## config.mk

```make
export PLATFORM = sky130hd
export DESIGN_NAME = orch85_audio_dac_flat
export DESIGN_NICKNAME = d
export VERILOG_FILES = /design/src/rtl/orch85_audio_dac_if.sv /design/src/rtl/orch85_audio_dac.sv /design/src/flat_wrapper.sv
export SDC_FILE = /design/constraint.sdc
export NUM_CORES = 1
export LEC_CHECK = 0
export ABC_AREA = 1
export CELL_PAD_IN_SITES_DETAIL_PLACEMENT = 1
export CELL_PAD_IN_SITES_GLOBAL_PLACEMENT = 1
export CORE_ASPECT_RATIO = 1.75
export CORE_MARGIN = 4
export CORE_UTILIZATION = 50
export DETAILED_ROUTE_END_ITERATION = 8
export PLACE_DENSITY = 0.83
export SLEW_MARGIN = 20
export SYNTH_ARGS = -nofsm -noshare
export SYNTH_HDL_FRONTEND = slang
export SYNTH_SLANG_ARGS = --single-unit
```

## constraint.sdc

```tcl
create_clock -name clk -period 4.8 [get_ports clk]
set_input_delay 1.44 -clock clk [delete_from_list [all_inputs] [get_ports clk]]
set_output_delay 1.44 -clock clk [all_outputs]
set_load 0.05 [all_outputs]
```

## src/rtl/orch85_audio_dac_if.sv

```systemverilog
`default_nettype none
// ============================================================================
//  Module      : orch85_audio_dac_if
//  Description : Write bus from the TRS-IO port decoder into the sound stage.
//                The decoder drives one-clock strobes with their data; the
//                DAC only listens.
//  Revision    : 1.0 - initial release
// ============================================================================
interface orch85_audio_dac_if;
  logic       orch_l_we;
  logic       orch_r_we;
  logic [7:0] orch_d;
  logic       cass_we;
  logic [1:0] cass_d;

  modport master (
    output orch_l_we, orch_r_we, orch_d, cass_we, cass_d
  );

  modport slave (
    input orch_l_we, orch_r_we, orch_d, cass_we, cass_d
  );
endinterface
`default_nettype wire

```

## src/rtl/orch85_audio_dac.sv

```systemverilog
`default_nettype none
// ============================================================================
//  Module      : orch85_audio_dac
//  Description : Orchestra-85 stereo sound stage. Latches left/right sample
//                writes and the cassette output level, mixes them once per
//                sample tick, and drives a first-order delta-sigma bitstream
//                per channel. Mutes itself when the Z80 stops writing.
//  Config      : define AUDIO_RAMP_EN to slew-limit the mixed value by
//                RAMP_STEP per tick (click-free mute entry/exit).
//  Revision    : 1.0 - initial release
// ============================================================================
module orch85_audio_dac #(
  parameter int SAMPLE_DIV = 2272,
  parameter int IDLE_TICKS = 4096,
  parameter int CASS_AMPL  = 64,
  parameter int RAMP_STEP  = 4
) (
  input  logic              clk,
  input  logic              rst_n,
  orch85_audio_dac_if.slave bus,
  output logic              dac_left,
  output logic              dac_right,
  output logic              tick,
  output logic              muted
);

  localparam int TICK_W = $clog2(SAMPLE_DIV);
  localparam int IDLE_W = $clog2(IDLE_TICKS + 1);

  localparam logic [TICK_W-1:0] TICK_LAST = TICK_W'(SAMPLE_DIV - 1);
  localparam logic [TICK_W-1:0] TICK_ONE  = TICK_W'(1);
  localparam logic [IDLE_W-1:0] IDLE_MAX  = IDLE_W'(IDLE_TICKS);
  localparam logic [IDLE_W-1:0] IDLE_ONE  = IDLE_W'(1);
  localparam logic [7:0]        CASS_POS  = 8'(CASS_AMPL);
  localparam logic [7:0]        CASS_NEG  = 8'(-CASS_AMPL);

`ifdef AUDIO_RAMP_EN
  localparam int STEP_LIM = RAMP_STEP;
`else
  // A limit above 255 can never bind, so the mix follows the target directly.
  localparam int STEP_LIM = RAMP_STEP | 256;
`endif
  localparam logic signed [9:0] STEP = 10'(STEP_LIM);

  logic [TICK_W-1:0] tick_cnt_q, tick_cnt_d;
  logic [IDLE_W-1:0] idle_q, idle_d;
  logic              muted_q, muted_d;
  logic [7:0]        cass_lvl_q, cass_lvl_d;
  logic              any_we;
  logic [1:0]        cv;

  logic [7:0] hold_q [2];
  logic [7:0] mix_q  [2];
  logic [7:0] acc_q  [2];
  logic       dac_q  [2];

  assign tick  = (tick_cnt_q == TICK_LAST);
  assign muted = muted_q;

  // Shared next-state: sample-rate divider, idle/mute tracking, cassette level.
  always_comb begin
    any_we     = bus.orch_l_we | bus.orch_r_we | bus.cass_we;
    tick_cnt_d = tick ? '0 : tick_cnt_q + TICK_ONE;

    // A write always restarts the idle window, even on a tick cycle.
    idle_d = idle_q;
    if (any_we) begin
      idle_d = '0;
    end else if (tick && (idle_q != IDLE_MAX)) begin
      idle_d = idle_q + IDLE_ONE;
    end
    // Mute decision uses the post-edge idle count so silence lands on the same tick.
    muted_d = (idle_d == IDLE_MAX);

    // Bit 1 of the cassette port is inverted on the real hardware.
    cv         = {~bus.cass_d[1], bus.cass_d[0]};
    cass_lvl_d = cass_lvl_q;
    if (bus.cass_we) begin
      case (cv)
        2'b00:   cass_lvl_d = CASS_NEG;
        2'b11:   cass_lvl_d = CASS_POS;
        default: cass_lvl_d = 8'h00;
      endcase
    end
  end

  // Shared state registers.
  always_ff @(posedge clk or negedge rst_n) begin
    if (!rst_n) begin
      tick_cnt_q <= '0;
      idle_q     <= IDLE_MAX;
      muted_q    <= 1'b1;
      cass_lvl_q <= 8'h00;
    end else begin
      tick_cnt_q <= tick_cnt_d;
      idle_q     <= idle_d;
      muted_q    <= muted_d;
      cass_lvl_q <= cass_lvl_d;
    end
  end

  for (genvar ch = 0; ch < 2; ch++) begin : g_chan
    logic              we;
    logic [7:0]        hold_d, mix_d, acc_d, u, t_sat, t;
    logic signed [8:0] sum;
    logic signed [9:0] mix_x, diff, stepped;
    logic              carry;

    assign we = (ch == 0) ? bus.orch_l_we : bus.orch_r_we;

    // Channel datapath: sample latch, saturating mix, slew limit, modulator.
    always_comb begin
      hold_d = we ? bus.orch_d : hold_q[ch];

      sum = {hold_q[ch][7], hold_q[ch]} + {cass_lvl_q[7], cass_lvl_q};
      if (sum > 9'sd127) begin
        t_sat = 8'h7F;
      end else if (sum < -9'sd128) begin
        t_sat = 8'h80;
      end else begin
        t_sat = sum[7:0];
      end
      t = muted_d ? 8'h00 : t_sat;

      mix_x = {{2{mix_q[ch][7]}}, mix_q[ch]};
      diff  = {{2{t[7]}}, t} - mix_x;
      if (diff > STEP) begin
        stepped = mix_x + STEP;
      end else if (diff < -STEP) begin
        stepped = mix_x - STEP;
      end else begin
        stepped = {{2{t[7]}}, t};
      end
      mix_d = tick ? stepped[7:0] : mix_q[ch];

      // Offset-binary input; the accumulator carry is the output bit.
      u              = mix_q[ch] ^ 8'h80;
      {carry, acc_d} = {1'b0, acc_q[ch]} + {1'b0, u};
    end

    // Channel registers.
    always_ff @(posedge clk or negedge rst_n) begin
      if (!rst_n) begin
        hold_q[ch] <= 8'h00;
        mix_q[ch]  <= 8'h00;
        acc_q[ch]  <= 8'h00;
        dac_q[ch]  <= 1'b0;
      end else begin
        hold_q[ch] <= hold_d;
        mix_q[ch]  <= mix_d;
        acc_q[ch]  <= acc_d;
        dac_q[ch]  <= carry;
      end
    end
  end

  assign dac_left  = dac_q[0];
  assign dac_right = dac_q[1];

endmodule
`default_nettype wire
```

## src/flat_wrapper.sv

```systemverilog
// flat-port wrapper written by rule: the top's interface ports become plain ports
module orch85_audio_dac_flat 
#(
  parameter int SAMPLE_DIV = 2272,
  parameter int IDLE_TICKS = 4096,
  parameter int CASS_AMPL  = 64,
  parameter int RAMP_STEP  = 4
)
  (clk, rst_n, dac_left, dac_right, tick, muted, bus_orch_l_we, bus_orch_r_we, bus_orch_d, bus_cass_we, bus_cass_d);
  orch85_audio_dac_if bus_i ();
  input  logic clk;
  input  logic rst_n;
  output logic dac_left;
  output logic dac_right;
  output logic tick;
  output logic muted;
  input wire logic [$bits(bus_i.orch_l_we)-1:0] bus_orch_l_we;
  input wire logic [$bits(bus_i.orch_r_we)-1:0] bus_orch_r_we;
  input wire logic [$bits(bus_i.orch_d)-1:0] bus_orch_d;
  input wire logic [$bits(bus_i.cass_we)-1:0] bus_cass_we;
  input wire logic [$bits(bus_i.cass_d)-1:0] bus_cass_d;
  assign bus_i.orch_l_we = bus_orch_l_we;
  assign bus_i.orch_r_we = bus_orch_r_we;
  assign bus_i.orch_d = bus_orch_d;
  assign bus_i.cass_we = bus_cass_we;
  assign bus_i.cass_d = bus_cass_d;
  orch85_audio_dac #(.SAMPLE_DIV(SAMPLE_DIV), .IDLE_TICKS(IDLE_TICKS), .CASS_AMPL(CASS_AMPL), .RAMP_STEP(RAMP_STEP)) u_core (.clk(clk), .rst_n(rst_n), .bus(bus_i), .dac_left(dac_left), .dac_right(dac_right), .tick(tick), .muted(muted));
endmodule
```

After elaboration in Yosys (flattened, before gate mapping)
Index checks and enable logic that the tools add are counted.

Bits in registers: 84. Output and inout bits: 4. Memory bits (writable): 0. Latch bits: 0. Bits of input ports: 15. Bits in read-only memories: 0. Logic and storage cells: 57. Memories kept: 0.

Shift-type cells: 0. Reduce and logical (&&, ||, !) cells: 2. Equality and inequality tests: 4. Divide/modulo/power cells: 0. Bitwise gates (word level): 5. Multipliers: 0. Add/subtract/negate cells: 12. Muxes and demuxes: 14. $lt $le $gt $ge: 8.

Operators with widths (count): two-way mux 8 bit (10); adder 8 x 8 -> 9 bit (4); two-way mux 13 bit (2); greater-than comparator 10 bit, second input constant (2); < comparator 10 bit, second input constant (2); greater-than comparator 9 x 8 -> 1 bit, second input constant (2); < comparator 9 x 8 -> 1 bit, second input constant (2); subtractor 8 x 8 -> 9 bit (2); adder 8 x 4 -> 8 bit, second input constant (2); case mux 8 bit (2 select lines) (1); subtractor 8 x 4 -> 8 bit, second input constant (2); adder 13 x 1 -> 13 bit, second input constant (1); == test 13 bit, second input constant (1); != test 13 bit, second input constant (1); adder 12 x 1 -> 12 bit, second input constant (1); == test 12 bit, second input constant (1); two-way mux 12 bit (1); inverter 1 bit (3); == test 2 bit, second input constant (1); logical NOT 2 bit (1); OR 1 bit (2); logical AND 1 bit (1).

Longest topological paths before layout
Gate-level depths: netlist of run 1.

Depth in word-level cells: 10. Mapped depth: 15. Depth with buffers taken out: 14.

Least setup slack after synthesis of run 1
OpenSTA, ideal clock, no wires.

Kind: input port to flip-flop. From: input port bus_orch_r_we. To: register u_core.mix_q (netlist bit u_core.g_chan[0].mix_x[0]). Data arrival time: 2510 ps. Path buffers: 1. Required time: 4680 ps. Library setup time: 120 ps. Slack: 2170 ps. Stages on the path: 7. Cells stage by stage: nor3_4 -> inv_1 -> nor2_2 -> nand3_2 -> buf_6 -> o21ai_1 -> nand2_1.

Longest elaborated chain between the ends: 9. Elaborated cells on any way between the ends: 10. Those cells by class: 1 x add/sub; 2 x order compare; 1 x eq/ne; 4 x mux; 2 x bitwise.

RTL lines: start, declared (RTL line flat_wrapper.sv:18) `input wire logic [$bits(bus_i.orch_r_we)-1:0] bus_orch_r_we;`; OR 1 bit * (2 in series) (RTL line orch85_audio_dac.sv:62) `any_we = bus.orch_l_we | bus.orch_r_we | bus.cass_we;`; two-way mux 13 bit * (RTL line orch85_audio_dac.sv:67) `if (any_we) begin`; named net u_core.idle_d[12] (RTL line orch85_audio_dac.sv:46) `logic [IDLE_W-1:0] idle_q, idle_d;`; == test 13 bit * (RTL line orch85_audio_dac.sv:73) `muted_d = (idle_d == IDLE_MAX);`; two-way mux 8 bit * (RTL line orch85_audio_dac.sv:123) `t = muted_d ? 8'h00 : t_sat;`; subtractor 8 x 8 -> 9 bit (RTL line orch85_audio_dac.sv:126) `diff = {{2{t[7]}}, t} - mix_x;`; < comparator 10 bit (RTL line orch85_audio_dac.sv:129) `end else if (diff < -STEP) begin`; two-way mux 8 bit (RTL line orch85_audio_dac.sv:129); two-way mux 8 bit * (RTL line orch85_audio_dac.sv:127) `if (diff > STEP) begin`; end signal, assigned by index (RTL line orch85_audio_dac.sv:150) `mix_q[ch] <= mix_d;`; end, declared (RTL line orch85_audio_dac.sv:53) `logic [7:0] mix_q [2];`.

The timed path passes the listed nets; every way through them passes the cells marked *. A chain may end at the register's enable or synchronous reset.

Final worst setup path of run 1
From: register u_core.tick_cnt_q[0]. To: output port tick.

Longest elaborated chain between the ends: 1.

RTL lines: start, declared (RTL line orch85_audio_dac.sv:45) `logic [TICK_W-1:0] tick_cnt_q, tick_cnt_d;`; start signal, assigned (RTL line orch85_audio_dac.sv:95) `tick_cnt_q <= tick_cnt_d;`; == test 12 bit (RTL line orch85_audio_dac.sv:57) `assign tick = (tick_cnt_q == TICK_LAST);`; end, declared (RTL line flat_wrapper.sv:15) `output logic tick;`.

No other way between the ends.

==> flow_summary.toml, run 1 <==
[pwr]
p_leak_nw = 2.39
power_mw = 1.48
ir_worst_vdd_mv = 0.217
pwr_density_cell_nw_per_um2 = 302

[yosys]
yosys_warnings = 0
yosysTopAreaCellShare = 0.436
synth_ff_type = "dfrtp_1"
synthTopCellsByArea = "dfrtp_1, nand2_1, ha_1, inv_1, a21oi_1"
syn-num-nets = 574
yosys.area.top_type = "dfrtp_1"
synth-edff-count = 0
async_reset_ff_frac = 1.00
ys_ff_latch = 78
syn_area_um2 = 4360
yosysSeqAreaShare = 0.448
syn_inst = 531
postSynthAreaPerCell_um2 = 8.22
ys_types = 30

[critical_path]
critical_path_class = "reg -> out"
crit_required_ps = 3360
crit_buf_inv = 1
cp_slowest_cell = "clkdlybuf4s50_1"
reg2reg_depth = 12
path_delay_family = "buffers and inverters"
cp.depth = 6
cp-start-kind = "flop"
end_kind = "output pin"
cp_max_fo = 14
slowest_delay_ps = 880
crit_chain = "ha_1 > nand2_2 > nor2_4 > nand2_2 > nor2_4 > clkdlybuf4s50_1"
arrival_ps = 2420

[final_layout]
num-nets-final = 592
mostFrequentLayoutCells = "nand2_1, dfrtp_1, inv_1"
final_cells = 669
areaGrowthSynthToFinish_pct = 12.8
drive_above_1_share = 0.0903
fillers = 1047
final_util = 0.584
layout.area.seq_um2 = 1950
n_antenna_cell = 0
multiInputGateArea_um2 = 2050
final_common_cell = "nand2_1"
final_area_um2 = 4920

[global_routing]
grt_usage = 0.232
grt_pass1_wl_um = 18700
grt_pass1_vias = 3907
antenna_found_initial = 0
grt_overflow_total = 0
grt_max_degree = 79

[clocking]
clk_pin_slew_ps = 60
cts_resized = 0
clock_path_buffers = 2
post_cts_buffers = 0
cts_hold_buf = 0
clock_sinks = 78
clk_latency_ps = 340
cts_root_buf = "clkbuf_16"
htree_levels = 3
cts_tree = "yes"
cts_made_buffers = 9

[floorplan]
die_width_um = 78.6
io_pins = 19
die_y_um = 132
start_util = 0.518
core_area_um2 = 8420
core.rowCount = 44
dieArea_um2 = 10300

[drt]
via_count = 3488
drt_iter0_drc = 118
route.detailed.wl_per_inst_um = 15.9
ant_nets = 0
drc = 0
vias_per_cell = 5.21
wirelength_um = 10700
firstDrtPassIters = 4

[placement]
dpl.cell_count = 653
place_ws_ps = 952
postPlaceCellArea_um2 = 4600
dp_hpwl_um = 7960
place_congestion = 0.823
numPortBuffers = 18

[worst_hold_path]
hp-class = "reg -> reg"
hold_depth = 1

[timing]
finalHoldViolations = 0
slew_violations = 0
finalSetupViolations = 0
relSlewSlack = 0.351
finalSetupTns_ps = 0
clock_skew_ps = 7.06
finalCritPeriodShare = 0.805
holdWs_ps = 469
rsz0062_at_grt = "no"
layout_min_cycle_time_ps = 3860
tightest_slew_ps = 973
fin_ws_ps = 935
max_freq_ghz = 0.259

[run_status]
outcome = "completed"

[job]
cap_violations = 0
## cell type report
cell class / instances / area share
Clock buffer: 14 / 0.0577
Clock inverter: 2 / 0.00763
Inverter: 73 / 0.0557
Multi-Input combinational cell: 369 / 0.416
Sequential cell: 78 / 0.397
Tap cell: 115 / 0.0292
Timing Repair Buffer: 18 / 0.0361
## registers in the layout, indices dropped and copies added, names as in the netlist
| register | flops |
|---|---|
| u_core.tick_cnt_q | 12 |
| u_core.acc_q | 16 |
| u_core.hold_q | 16 |
| u_core.muted | 1 |
| u_core.idle_q | 13 |
| u_core.cass_lvl_q | 2 |
| u_core.dac_left | 1 |
| u_core.g_chan.mix_x | 16 |
| u_core.dac_right | 1 |
## power by group
group,switching (mW),internal (mW),total (mW),leakage [nW]
Sequential,0.00757,0.672,0.679,0.891
Clock,0.257,0.460,0.717,0.155
Combinational,0.0587,0.0299,0.0886,1.35
Total,0.324,1.16,1.48,2.39
## per-layer routing
| metal | wire (um) | share of wire | global-route usage | vias up |
|---|---|---|---|---|
| li1 | - | - | - | 1701 |
| met1 | 3840 | 0.36 | 0.246 | 1711 |
| met2 | 6220 | 0.58 | 0.438 | 44 |
| met3 | 171 | 0.016 | 0.0253 | 32 |
| met4 | 416 | 0.039 | 0.116 | 0 |
| met5 | 0 | 0 | 0 | - |
## final timing paths
kind	slack (ps)	end	startpoint
max in group asynchronous	2910	u_core.acc_q[15]	rst_n
worst max-delay path	940	tick	u_core.tick_cnt_q[0]
worst min-delay path	470	u_core.acc_q[8]	u_core.acc_q[8]
min in group asynchronous	1250	u_core.hold_q[8]	rst_n
worst min register to register	470	u_core.acc_q[8]	u_core.acc_q[8]
worst max register to register	2080	u_core.g_chan[1].mix_x[3]	u_core.tick_cnt_q[0]
## worst reg2reg max path: cells and delay by family, from the launching register on
family                     cells  cell delay [ps]
and+or+nand+nor                9             1520
AOI/OAI and AO/OA              2              500
DFF                            1              370
adders and majority gates      1              210
## cell families after synthesis
family                     share of synthesized area
AOI/OAI and AO/OA                              0.100
xor gates and xnor gates                      0.0281
adders and majority gates                     0.0906
buffers and inverters                         0.0826
DFF                                            0.448
muxes                                        0.00516
and+or+nand+nor                                0.245
## cell usage after synthesis (4+ instances only)
cell type,n
xnor2_1,4
ha_1,22
xor2_1,10
buf_6,6
a21oi_1,34
nor2_4,4
inv_1,73
or2_2,4
o21ai_0,30
dfrtp_1,76
clkbuf_1,5
o21ai_1,9
nor2_1,43
nor2_2,5
o21ai_2,4
fa_1,6
nand2_1,145
nand2_2,7
nand3_1,24
No activity file was read; power rests on OpenSTA's default activity.
==> run 2, diff against run 1 <==
--- a/config.mk
+++ b/config.mk
@@ -10,9 +10,9 @@
 export CELL_PAD_IN_SITES_GLOBAL_PLACEMENT = 1
 export CORE_ASPECT_RATIO = 1.75
 export CORE_MARGIN = 4
-export CORE_UTILIZATION = 50
+export CORE_UTILIZATION = 46
 export DETAILED_ROUTE_END_ITERATION = 8
-export PLACE_DENSITY = 0.83
+export PLACE_DENSITY = 0.77
 export SLEW_MARGIN = 20
 export SYNTH_ARGS = -nofsm -noshare
 export SYNTH_HDL_FRONTEND = slang
==> constraint.sdc (replaced) <==
create_clock -name clk -period 3.85 [get_ports clk]
set_input_delay 1.155 -clock clk [delete_from_list [all_inputs] [get_ports clk]]
set_output_delay 1.155 -clock clk [all_outputs]
set_load 0.05 [all_outputs]
==> flow_summary.toml, run 2 (synthesis results as in run 1) <==
[global_routing]
grt_pass1_vias = 3980
grt_max_degree = 45
grt_pass1_wl_um = 19100
grt_usage = 0.227
grt_overflow_total = 0
antenna_found_initial = 0

[placement]
dp_hpwl_um = 8460
place_congestion = 0.842
dpl.cell_count = 663
numPortBuffers = 18

[run_status]
outcome = "completed"

[floorplan]
die_y_um = 137
die_width_um = 81.6
core_area_um2 = 9150
start_util = 0.477
core.rowCount = 46
io_pins = 19
dieArea_um2 = 11200

[pwr]
pwr_density_cell_nw_per_um2 = 381
p_leak_nw = 2.42
ir_worst_vdd_mv = 0.279

[drt]
firstDrtPassIters = 4
wirelength_um = 11000
vias_per_cell = 5.19
ant_nets = 0
route.met3.wl_um = 217
route.detailed.wl_per_inst_um = 16.2
drt_iter0_drc = 100
dr_wl_met2_um = 6480
drc = 0
top_layer_used = "met4"
via_count = 3527
drt-met1-wl_um = 4010

[clocking]
cts_tree = "yes"
cts_resized = 0
clock_sinks = 78
clock_path_buffers = 2
post_cts_buffers = 0
cts_made_buffers = 9
cts_hold_buf = 0
clk_latency_ps = 340
clk_pin_slew_ps = 60
cts_root_buf = "clkbuf_16"
htree_levels = 3

[final_layout]
num-nets-final = 597
mostFrequentLayoutCells = "nand2_1, dfrtp_1, inv_1"
multiInputGateArea_um2 = 2050
final_cells = 679
drive_above_1_share = 0.100
areaGrowthSynthToFinish_pct = 14.0
fillers = 1115
final_common_cell = "nand2_1"
n_antenna_cell = 0
layout.area.seq_um2 = 1950

[timing]
tightest_slew_ps = 591
layout_min_cycle_time_ps = 3630
rsz0062_at_grt = "no"
clock_skew_ps = 8.78
max_freq_ghz = 0.275
finalSetupTns_ps = 0
finalHoldViolations = 0
finalSetupViolations = 0
relSlewSlack = 0.606
finalCritPeriodShare = 0.944
slew_violations = 0

[critical_path]
cp_slowest_cell = "clkdlybuf4s50_1"
r2r_slack_ps = 1100
cp_max_fo = 14
end_kind = "output pin"
arrival_ps = 2480
slowest_delay_ps = 880
critical_path_class = "reg -> out"
crit_chain = "ha_1 > nand2_2 > nor2_4 > nand2_2 > nor2_4 > clkdlybuf4s50_1"
crit_buf_inv = 1
path_delay_family = "buffers and inverters"
crit_required_ps = 2690
cp-start-kind = "flop"

[job]
cap_violations = 0

[worst_hold_path]
hp-class = "reg -> reg"
[run 2: changes by cell type in the layout (fill, tap and decap cells not counted)]
cell,before,now
buf_4,1,6
bufinv_16,1,2
clkbuf_1,1,0
clkbuf_8,4,2
clkinv_2,0,1
clkinv_4,0,1
[run 2: layout make-up]
cell class                 count  area share
timing repair buffer          23      0.0432
inverter                      73      0.0551
clock inverter                 5      0.0163
multi-input combinational    369       0.412
clock buffer                  11      0.0508
tap                          120      0.0302
sequential                    78       0.393
[run 2: final timing paths]
kind                                 startpoint                        end  cells past startpoint
setup / recovery           u_core.tick_cnt_q[0]                       tick                      6
hold / removal                  u_core.acc_q[8]            u_core.acc_q[8]                      1
setup reg to reg           u_core.tick_cnt_q[0]  u_core.g_chan[1].mix_x[5]                     14
hold reg to reg                 u_core.acc_q[8]            u_core.acc_q[8]                      1
max in group asynchronous                 rst_n          u_core.idle_q[12]                      2
min in group asynchronous                 rst_n           u_core.hold_q[0]                      1
[run 2: stage by stage]
stage	hold slack (ps)	setup WS, ps	instance area, um2	power [mW]	util
after floorplan	434	1500	4360	0.914	-
after global placement	447	706	4640	0.966	0.507
after detailed placement	456	581	4640	0.972	0.507
after CTS	475	208	4980	1.91	0.544
after global routing	496	95.4	4980	1.97	0.544
final	473	217	4980	1.89	0.544
[run 2: where the power goes]
| group | switching [mW] | internal, mW | total, mW |
|---|---|---|---|
| sequential | 0.00839 | 0.837 | 0.846 |
| clock | 0.333 | 0.603 | 0.936 |
| combinational | 0.0735 | 0.0392 | 0.113 |
[run 2: layer usage]
layer	GRT usage	vias up
li1	-	1712
met1	0.243	1747
met2	0.431	47
met3	0.0323	21
met4	0.0933	0
met5	0	-
